`src/rtl/pc_sequencer_if.sv`:
```
// Instruction-fetch handshake between the PC sequencer (master) and instruction memory (slave).
// imem_rdata is only meaningful in a cycle where imem_ack is high.
interface pc_sequencer_if #(
  parameter int ADDR_WIDTH = 32
);
  logic                  imem_req;
  logic [ADDR_WIDTH-1:0] imem_addr;
  logic                  imem_ack;
  logic [31:0]           imem_rdata;

  modport master (
    output imem_req,
    output imem_addr,
    input  imem_ack,
    input  imem_rdata
  );

  modport slave (
    input  imem_req,
    input  imem_addr,
    output imem_ack,
    output imem_rdata
  );
endinterface

```
`src/rtl/pc_sequencer.sv`:
```
// MIPS program counter and next-PC selection: fetches over a req/ack handshake and holds the
// word until the core retires it. Define PC_ALIGN_CHECK_EN to trap misaligned jr targets.
module pc_sequencer #(
  parameter int                    ADDR_WIDTH  = 32,
  parameter logic [ADDR_WIDTH-1:0] RESET_PC    = 32'h0040_0000,
  parameter logic [ADDR_WIDTH-1:0] TRAP_VECTOR = 32'h8000_0180
) (
  input  logic                  clk,
  input  logic                  rst_n,
  pc_sequencer_if.master        imem,
  output logic [31:0]           instr,
  output logic                  instr_valid,
  input  logic                  advance,
  input  logic [1:0]            pc_sel,
  input  logic                  branch_taken,
  input  logic [ADDR_WIDTH-1:0] branch_off_sl2,
  input  logic [27:0]           jump_idx_sl2,
  input  logic [ADDR_WIDTH-1:0] jr_target,
  output logic [ADDR_WIDTH-1:0] pc,
  output logic [ADDR_WIDTH-1:0] pc_plus4,
  output logic                  misalign_err
);

  localparam logic [1:0] S_BOOT  = 2'd0;
  localparam logic [1:0] S_FETCH = 2'd1;
  localparam logic [1:0] S_ISSUE = 2'd2;

  localparam logic [1:0] SEL_SEQ    = 2'b00;
  localparam logic [1:0] SEL_BRANCH = 2'b01;
  localparam logic [1:0] SEL_JUMP   = 2'b10;

  logic [1:0]            state_reg, state_next;
  logic [ADDR_WIDTH-1:0] pc_reg, pc_next;
  logic [31:0]           instr_reg, instr_next;
  logic                  instr_valid_reg, instr_valid_next;

  logic [ADDR_WIDTH-1:0] branch_target;
  logic [ADDR_WIDTH-1:0] next_pc;
  logic [ADDR_WIDTH-1:0] pc_load;
  logic                  retire;

  assign pc_plus4      = pc_reg + ADDR_WIDTH'(4);
  assign branch_target = pc_plus4 + branch_off_sl2;
  assign retire        = (state_reg == S_ISSUE) && instr_valid_reg && advance;

  // Jump keeps the region bits of the delay-slot address, not of the jump itself.
  always_comb begin
    next_pc = jr_target;
    case (pc_sel)
      SEL_SEQ:    next_pc = pc_plus4;
      SEL_BRANCH: next_pc = branch_taken ? branch_target : pc_plus4;
      SEL_JUMP:   next_pc = {pc_plus4[ADDR_WIDTH-1:ADDR_WIDTH-4], jump_idx_sl2};
      default:    next_pc = jr_target;
    endcase
  end

`ifdef PC_ALIGN_CHECK_EN
  logic misalign_reg;
  logic target_misaligned;

  assign target_misaligned = |next_pc[1:0];
  assign pc_load           = target_misaligned ? TRAP_VECTOR : next_pc;
  assign misalign_err      = misalign_reg;

  always_ff @(posedge clk or negedge rst_n) begin
    if (!rst_n) begin
      misalign_reg <= 1'b0;
    end else if (retire && target_misaligned) begin
      misalign_reg <= 1'b1;
    end
  end
`else
  logic unused_align_cfg;

  assign pc_load          = {next_pc[ADDR_WIDTH-1:2], 2'b00};
  assign misalign_err     = 1'b0;
  assign unused_align_cfg = ^{TRAP_VECTOR, next_pc[1:0]};
`endif

  always_comb begin
    state_next       = state_reg;
    pc_next          = pc_reg;
    instr_next       = instr_reg;
    instr_valid_next = instr_valid_reg;
    case (state_reg)
      S_BOOT: begin
        state_next = S_FETCH;
      end
      S_FETCH: begin
        if (imem.imem_ack) begin
          instr_next       = imem.imem_rdata;
          instr_valid_next = 1'b1;
          state_next       = S_ISSUE;
        end
      end
      S_ISSUE: begin
        if (retire) begin
          pc_next          = pc_load;
          instr_valid_next = 1'b0;
          state_next       = S_FETCH;
        end
      end
      default: begin
        state_next       = S_BOOT;
        instr_valid_next = 1'b0;
      end
    endcase
  end

  always_ff @(posedge clk or negedge rst_n) begin
    if (!rst_n) begin
      state_reg       <= S_BOOT;
      pc_reg          <= RESET_PC;
      instr_reg       <= 32'h0;
      instr_valid_reg <= 1'b0;
    end else begin
      state_reg       <= state_next;
      pc_reg          <= pc_next;
      instr_reg       <= instr_next;
      instr_valid_reg <= instr_valid_next;
    end
  end

  // Request is decoded from state so an asynchronous reset drops it without waiting for a clock.
  assign imem.imem_req  = (state_reg == S_FETCH);
  assign imem.imem_addr = pc_reg;

  assign pc          = pc_reg;
  assign instr       = instr_reg;
  assign instr_valid = instr_valid_reg;

endmodule

```
`src/flat_wrapper.sv`:
```
// flat-port wrapper written by rule: the top's interface ports become plain ports
module pc_sequencer_flat 
#(
  parameter int                    ADDR_WIDTH  = 32,
  parameter logic [ADDR_WIDTH-1:0] RESET_PC    = 32'h0040_0000,
  parameter logic [ADDR_WIDTH-1:0] TRAP_VECTOR = 32'h8000_0180
)
  (clk, rst_n, instr, instr_valid, advance, pc_sel, branch_taken, branch_off_sl2, jump_idx_sl2, jr_target, pc, pc_plus4, misalign_err, imem_imem_req, imem_imem_addr, imem_imem_ack, imem_imem_rdata);
  pc_sequencer_if #(.ADDR_WIDTH(ADDR_WIDTH)) imem_i ();
  input  logic clk;
  input  logic rst_n;
  output logic [31:0] instr;
  output logic instr_valid;
  input  logic advance;
  input  logic [1:0] pc_sel;
  input  logic branch_taken;
  input  logic [ADDR_WIDTH-1:0] branch_off_sl2;
  input  logic [27:0] jump_idx_sl2;
  input  logic [ADDR_WIDTH-1:0] jr_target;
  output logic [ADDR_WIDTH-1:0] pc;
  output logic [ADDR_WIDTH-1:0] pc_plus4;
  output logic misalign_err;
  output wire logic [$bits(imem_i.imem_req)-1:0] imem_imem_req;
  output wire logic [$bits(imem_i.imem_addr)-1:0] imem_imem_addr;
  input wire logic [$bits(imem_i.imem_ack)-1:0] imem_imem_ack;
  input wire logic [$bits(imem_i.imem_rdata)-1:0] imem_imem_rdata;
  assign imem_imem_req = imem_i.imem_req;
  assign imem_imem_addr = imem_i.imem_addr;
  assign imem_i.imem_ack = imem_imem_ack;
  assign imem_i.imem_rdata = imem_imem_rdata;
  pc_sequencer #(.ADDR_WIDTH(ADDR_WIDTH), .RESET_PC(RESET_PC), .TRAP_VECTOR(TRAP_VECTOR)) u_core (.clk(clk), .rst_n(rst_n), .imem(imem_i), .instr(instr), .instr_valid(instr_valid), .advance(advance), .pc_sel(pc_sel), .branch_taken(branch_taken), .branch_off_sl2(branch_off_sl2), .jump_idx_sl2(jump_idx_sl2), .jr_target(jr_target), .pc(pc), .pc_plus4(pc_plus4), .misalign_err(misalign_err));
endmodule
```
`config.mk`:
```
export PLATFORM = sky130hd
export DESIGN_NAME = pc_sequencer_flat
export DESIGN_NICKNAME = d
export VERILOG_FILES = /design/src/rtl/pc_sequencer_if.sv /design/src/rtl/pc_sequencer.sv /design/src/flat_wrapper.sv
export SDC_FILE = /design/constraint.sdc
export NUM_CORES = 1
export LEC_CHECK = 0
export CAP_MARGIN = 5
export CORE_ASPECT_RATIO = 0.9
export CORE_MARGIN = 2
export CORE_UTILIZATION = 47
export CTS_CLUSTER_SIZE = 25
export DETAILED_ROUTE_END_ITERATION = 8
export HOLD_SLACK_MARGIN = 0.12
export PLACE_DENSITY = 0.88
export SLEW_MARGIN = 25
export SYNTH_ARGS = -nofsm -noshare
export SYNTH_HDL_FRONTEND = slang
export SYNTH_SLANG_ARGS = --single-unit
```
`constraint.sdc`:
```
create_clock -name clk -period 9 [get_ports clk]
set_input_delay 1.8 -clock clk [delete_from_list [all_inputs] [get_ports clk]]
set_output_delay 1.8 -clock clk [all_outputs]
set_load 0.02 [all_outputs]
```
== After elaboration in Yosys (flattened, before gate mapping) ==
Cells that the tools add are included.

* Bits in registers: 65
* Bits of input ports: 131
* Output and inout port bits: 131

* $add $sub $neg: 2
* Equal/unequal tests: 6
* Multiplexer cells: 8
* Bitwise gates (word level): 1
* Reduce and logical (&&, ||, !) cells: 8

{| class="wikitable"
|+ Operator list
! operator !! count
|-
| case mux 32 bit (3 select lines) || 1
|-
| adder 32 x 3 -> 32 bit, second input constant || 1
|-
| adder 32 bit || 1
|-
| 2-to-1 mux 32 bit || 1
|-
| case mux 2 bit (3 select lines) || 1
|-
| AND reduction 2 bit || 3
|-
| == test 2 x 1 -> 1 bit, second input constant || 2
|-
| == test 2 bit, second input constant || 2
|-
| zero test 2 bit || 2
|-
| 2-to-1 mux 2 bit || 2
|-
| inequality test 2 x 1 -> 1 bit, second input constant || 2
|-
| case mux 1 bit (3 select lines) || 1
|-
| AND reduction 3 bit || 1
|-
| logical AND 1 bit || 2
|-
| 2-to-1 mux 1 bit || 2
|-
| NOT 1 bit || 1
|}

== Logic depth before layout (Yosys ltp) ==
* Depth in word-level cells: 5
* Mapped depth: 16

== Worst setup path after synthesis ==
Ideal clock, no wire load.

* Path kind: input-to-reg
* Start: input branch_off_sl2[2]
* End: register u_core.pc_reg[14] (netlist: u_core.imem.imem_addr[14])
* Setup time: 0.125 ns
* Arrival: 4.101 ns
* Required time: 8.875 ns
* Setup slack: 4.775 ns
* Stages on the path: 11
* Cells stage by stage: ha_1 inv_1 fa_1 nand2b_1 a21o_1 a32o_1 a21oi_1 xnor2_1 a21oi_1 mux4_2 mux2_2

* Longest elaborated chain between the ends: 3

{| class="wikitable"
|+ Ends and longest elaborated chain
! item !! RTL line !! source
|-
| from (decl) || flat_wrapper.sv:17 || <nowiki>input logic [ADDR_WIDTH-1:0] branch_off_sl2;</nowiki>
|-
| adder 32 bit || pc_sequencer.sv:43 || <nowiki>assign branch_target = pc_plus4 + branch_off_sl2;</nowiki>
|-
| 2-to-1 mux 32 bit || pc_sequencer.sv:51 || <nowiki>SEL_BRANCH: next_pc = branch_taken ? branch_target : pc_plus4;</nowiki>
|-
| case mux 32 bit (3 select lines) || pc_sequencer.sv:49 || <nowiki>case (pc_sel)</nowiki>
|-
| to (signal assigned) || pc_sequencer.sv:118 || <nowiki>pc_reg <= pc_next;</nowiki>
|-
| to (decl) || pc_sequencer.sv:33 || <nowiki>logic [ADDR_WIDTH-1:0] pc_reg, pc_next;</nowiki>
|}

No other way between the ends.
A chain may end at the register's enable or synchronous reset.

== Worst setup path after layout ==
* Start: register u_core.pc_reg[9] (netlist: u_core.imem.imem_addr[9])
* End: output pc_plus4[21]

* Longest elaborated chain between the ends: 1

{| class="wikitable"
|+ Ends and longest elaborated chain
! item !! RTL line !! source
|-
| adder 32 x 3 -> 32 bit || pc_sequencer.sv:42 || <nowiki>assign pc_plus4 = pc_reg + ADDR_WIDTH'(4);</nowiki>
|-
| to (decl) || flat_wrapper.sv:21 || <nowiki>output logic [ADDR_WIDTH-1:0] pc_plus4;</nowiki>
|}

No other way between the ends.

==> results.sh <==
export IMPL_num_io_pins=262
export IMPL_cts_tree="built"
export IMPL_die_area_sq_um=13600
export IMPL_worst_r2r_path_depth=13
export IMPL_core_rowCount=39
export IMPL_place_congestion=0.988
export IMPL_setup_viol=0
export IMPL_min_period_over_period_pct=54.4
export IMPL_cp_top_family="simple AND/OR/NAND/NOR gates"
export IMPL_leakagePower_nw=3.52
export IMPL_grt_pass1_wl_mm=31.7
export IMPL_ys_types=82
export IMPL_synthFlopType="dfrtp_1"
export IMPL_grt_pass1_vias=5841
export IMPL_min_delay_path_depth=1
export IMPL_cts_buffer_depth=2
export IMPL_netlist_area_sq_um=5960
export IMPL_numClockSinks=65
export IMPL_syn_inst=697
export IMPL_layout_nets=1066
export IMPL_p_per_area_nw_per_um2=359
export IMPL_max_freq_mhz=204
export IMPL_path_cells="nand4_2 > nor3_4 > and3_4 > and4_1 > xor2_1 > clkdlybuf4s50_1"
export IMPL_hold_buffers=0
export IMPL_port_buffers=248
export IMPL_drv_cap=0
export IMPL_maxSlewHeadroom_pct=32.6
export IMPL_synth_avg_cell_area_sq_um=8.55
export IMPL_grt_remaining_overflow=0
export IMPL_setup_tns_ps=0
export IMPL_rsz0062_at_grt="no"
export IMPL_clock_latency_ps=330
export IMPL_status="complete, no violations"
export IMPL_h_tree_depth=3
export IMPL_synth_edf_count=0
export IMPL_crit_cells=6
export IMPL_period_minus_slack_ps=4900
export IMPL_gr_usage_met1_pct=40.8
export IMPL_die_y_um=111
export IMPL_postLayoutCoreUtil_pct=68.6
export IMPL_largest_reg_flops=32
export IMPL_vdd_drop_max_mv=0.147
export IMPL_clk_pin_slew_ps=60
export IMPL_synthToLayoutAreaGrowth_pct=44.4
export IMPL_cts_buffers=9
export IMPL_coreArea_sq_um=12500
export IMPL_ys_top_cells_by_count="nand2_1, dfrtp_1, nor2_1, mux2_2, a21oi_1"
export IMPL_grt_total_usage_pct=30.0
export IMPL_dr_pass1_iters=6
export IMPL_ctsResizeCount=0
export IMPL_synth_top_cell_area_share_pct=26.9
export IMPL_routed_wl_mm=20.9
export IMPL_gr_usage_met3_pct=5.14
export IMPL_slew_violations=0
export IMPL_post_cts_buffers=0
export IMPL_yosysMostFrequentCell="nand2_1"
export IMPL_path_class="reg2out"
export IMPL_drc=0
export IMPL_synth_area_leaders="dfrtp_1, mux2_2, ha_1"
export IMPL_grt_busiest_layer="met2"
export IMPL_worstPathRequired_ps=7200
export IMPL_cp_start_kind="flop"
export IMPL_dr_total_vias=6366
export IMPL_finClkSkew_ps=8.43
export IMPL_diodes=0
export IMPL_grtUsageMet2_pct=48.0
export IMPL_drtAntennaViolNets=0
export IMPL_route_detailed_wl_per_inst_um=19.5
export IMPL_start_util_pct=47.5
export IMPL_ys_async_sr_fraction_pct=100
export IMPL_critPathMaxFanout=8
export IMPL_worstPathArrival_ps=3100
export IMPL_hpwl_mm=16.5
export IMPL_yosys_register_bits=65
export IMPL_antenna_found_initial=0
export IMPL_hp_class="reg2reg"
export IMPL_via_per_inst=5.96
export IMPL_tightest_slew_ps=1010
export IMPL_finalHoldViolCount=0
export IMPL_drive_above_1_share_pct=10.2
export IMPL_crit_slowest_cell="clkdlybuf4s50_1"
export IMPL_chipWidth_um=123
export IMPL_yosys_area_top_type="dfrtp_1"
export IMPL_crit_buf_inv=1
export IMPL_drtIter0Drc=631
export IMPL_end_kind="output pin"
export IMPL_ctsRootBufferMaster="clkbuf_16"
export IMPL_ys_warnings_count=0
export IMPL_yosysSeqAreaShare_pct=27.3
export IMPL_grt_max_degree=66
export IMPL_slowest_delay_ps=700
[cells by family (layout without fill, tap and decap cells)]
group	Yosys count	in the layout	share of synthesized area (%)
AND/OR/NAND/NOR	209	209	17.5
AO/OA/AOI/OAI	200	200	22.4
buffers and inverters	89	290	8.23
flip-flops	65	65	27.3
multiplexers	54	54	10.2
XOR/XNOR	43	43	6.57
adder cells (fa/ha/maj)	36	36	7.68
other	1	7	0.0629
[cell usage in the layout, fill, tap and decap left out, types with 4 or more instances in the layout]
cell | synthesis | final
and3_1 | 4 | 4
o211ai_1 | 6 | 6
mux2_2 | 44 | 44
o31a_1 | 5 | 5
a211oi_1 | 4 | 4
o31ai_1 | 6 | 6
xor2_1 | 10 | 10
xnor2_1 | 31 | 31
a21oi_1 | 43 | 43
and2_1 | 4 | 4
a31oi_1 | 11 | 11
nand2b_1 | 5 | 5
conb_1 | 1 | 7
inv_1 | 18 | 18
a21o_1 | 17 | 17
nor2b_1 | 8 | 8
mux2i_1 | 9 | 9
dfrtp_1 | 64 | 64
o22ai_1 | 17 | 17
clkbuf_16 | 0 | 9
nand4_1 | 10 | 10
nor3_1 | 14 | 14
o21a_1 | 6 | 6
ha_1 | 35 | 35
o21ai_0 | 42 | 42
buf_4 | 37 | 7
a221o_1 | 8 | 8
nand3_1 | 14 | 14
nand2_1 | 68 | 68
clkdlybuf4s50_1 | 0 | 247
o221ai_1 | 7 | 7
nor2_1 | 54 | 54
[path summary, 6_finish.rpt]
kind | startpoint | to | slack, ps
setup / recovery | u_core.imem.imem_addr[9] | pc_plus4[21] | 4100
hold / removal | u_core.instr[12] | u_core.instr[12] | 500
setup reg to reg | u_core.imem.imem_addr[2] | u_core.imem.imem_addr[31] | 4760
hold reg to reg | u_core.instr[12] | u_core.instr[12] | 500
max in group asynchronous | rst_n | u_core.instr_valid | 6780
min in group asynchronous | rst_n | u_core.instr[2] | 1670
[per-stage QoR]
step	area, sq um	total power [W]	instances	setup slack, ps	hold WS (ps)
2_1_floorplan	5980	0.00189	703	4770	490
3_3_place_gp	8300	0.00265	1052	4090	485
3_5_place_dp	8300	0.00271	1052	4030	492
4_1_cts	8600	0.00307	1068	4130	505
5_1_grt	8600	0.00326	1068	3950	518
6_report	8600	0.00309	1068	4100	504
[power breakdown]
group / internal (W) / total (W) / switching (W) / leakage, nW
clock: 0.000222 / 0.000354 / 0.000132 / 0.141
sequential: 0.000438 / 0.000626 / 0.000188 / 0.776
combinational: 0.000979 / 0.00211 / 0.00113 / 2.60
total: 0.00164 / 0.00309 / 0.00145 / 3.52
[metal layers]
metal	share of wire (%)	vias up
li1	-	2923
met1	39	2975
met2	47	405
met3	11	63
met4	3.0	0
met5	0	-
[layout make-up]
class	count	area [sq um]
Multi-Input combinational cell	549	3860
Fill cell	968	3940
Clock inverter	6	66.3
Clock buffer	10	239
Timing Repair Buffer	255	2530
Sequential cell	65	1630
Inverter	19	71.3
Tap cell	164	205
[worst reg2reg max path, stage by stage, from the launching register on]
cell and delay [ps]:
dfrtp_1 550, ha_1 290, and3_1 390, nand4_1 170, xnor2_1 590, ha_1 420
nand4_1 160, o22ai_1 130, a2111o_1 400, o2111ai_1 320, a211oi_1 150, o22ai_1 280
o21ai_0 150, a31oi_1 170
No activity file was read; power rests on OpenSTA's default activity.
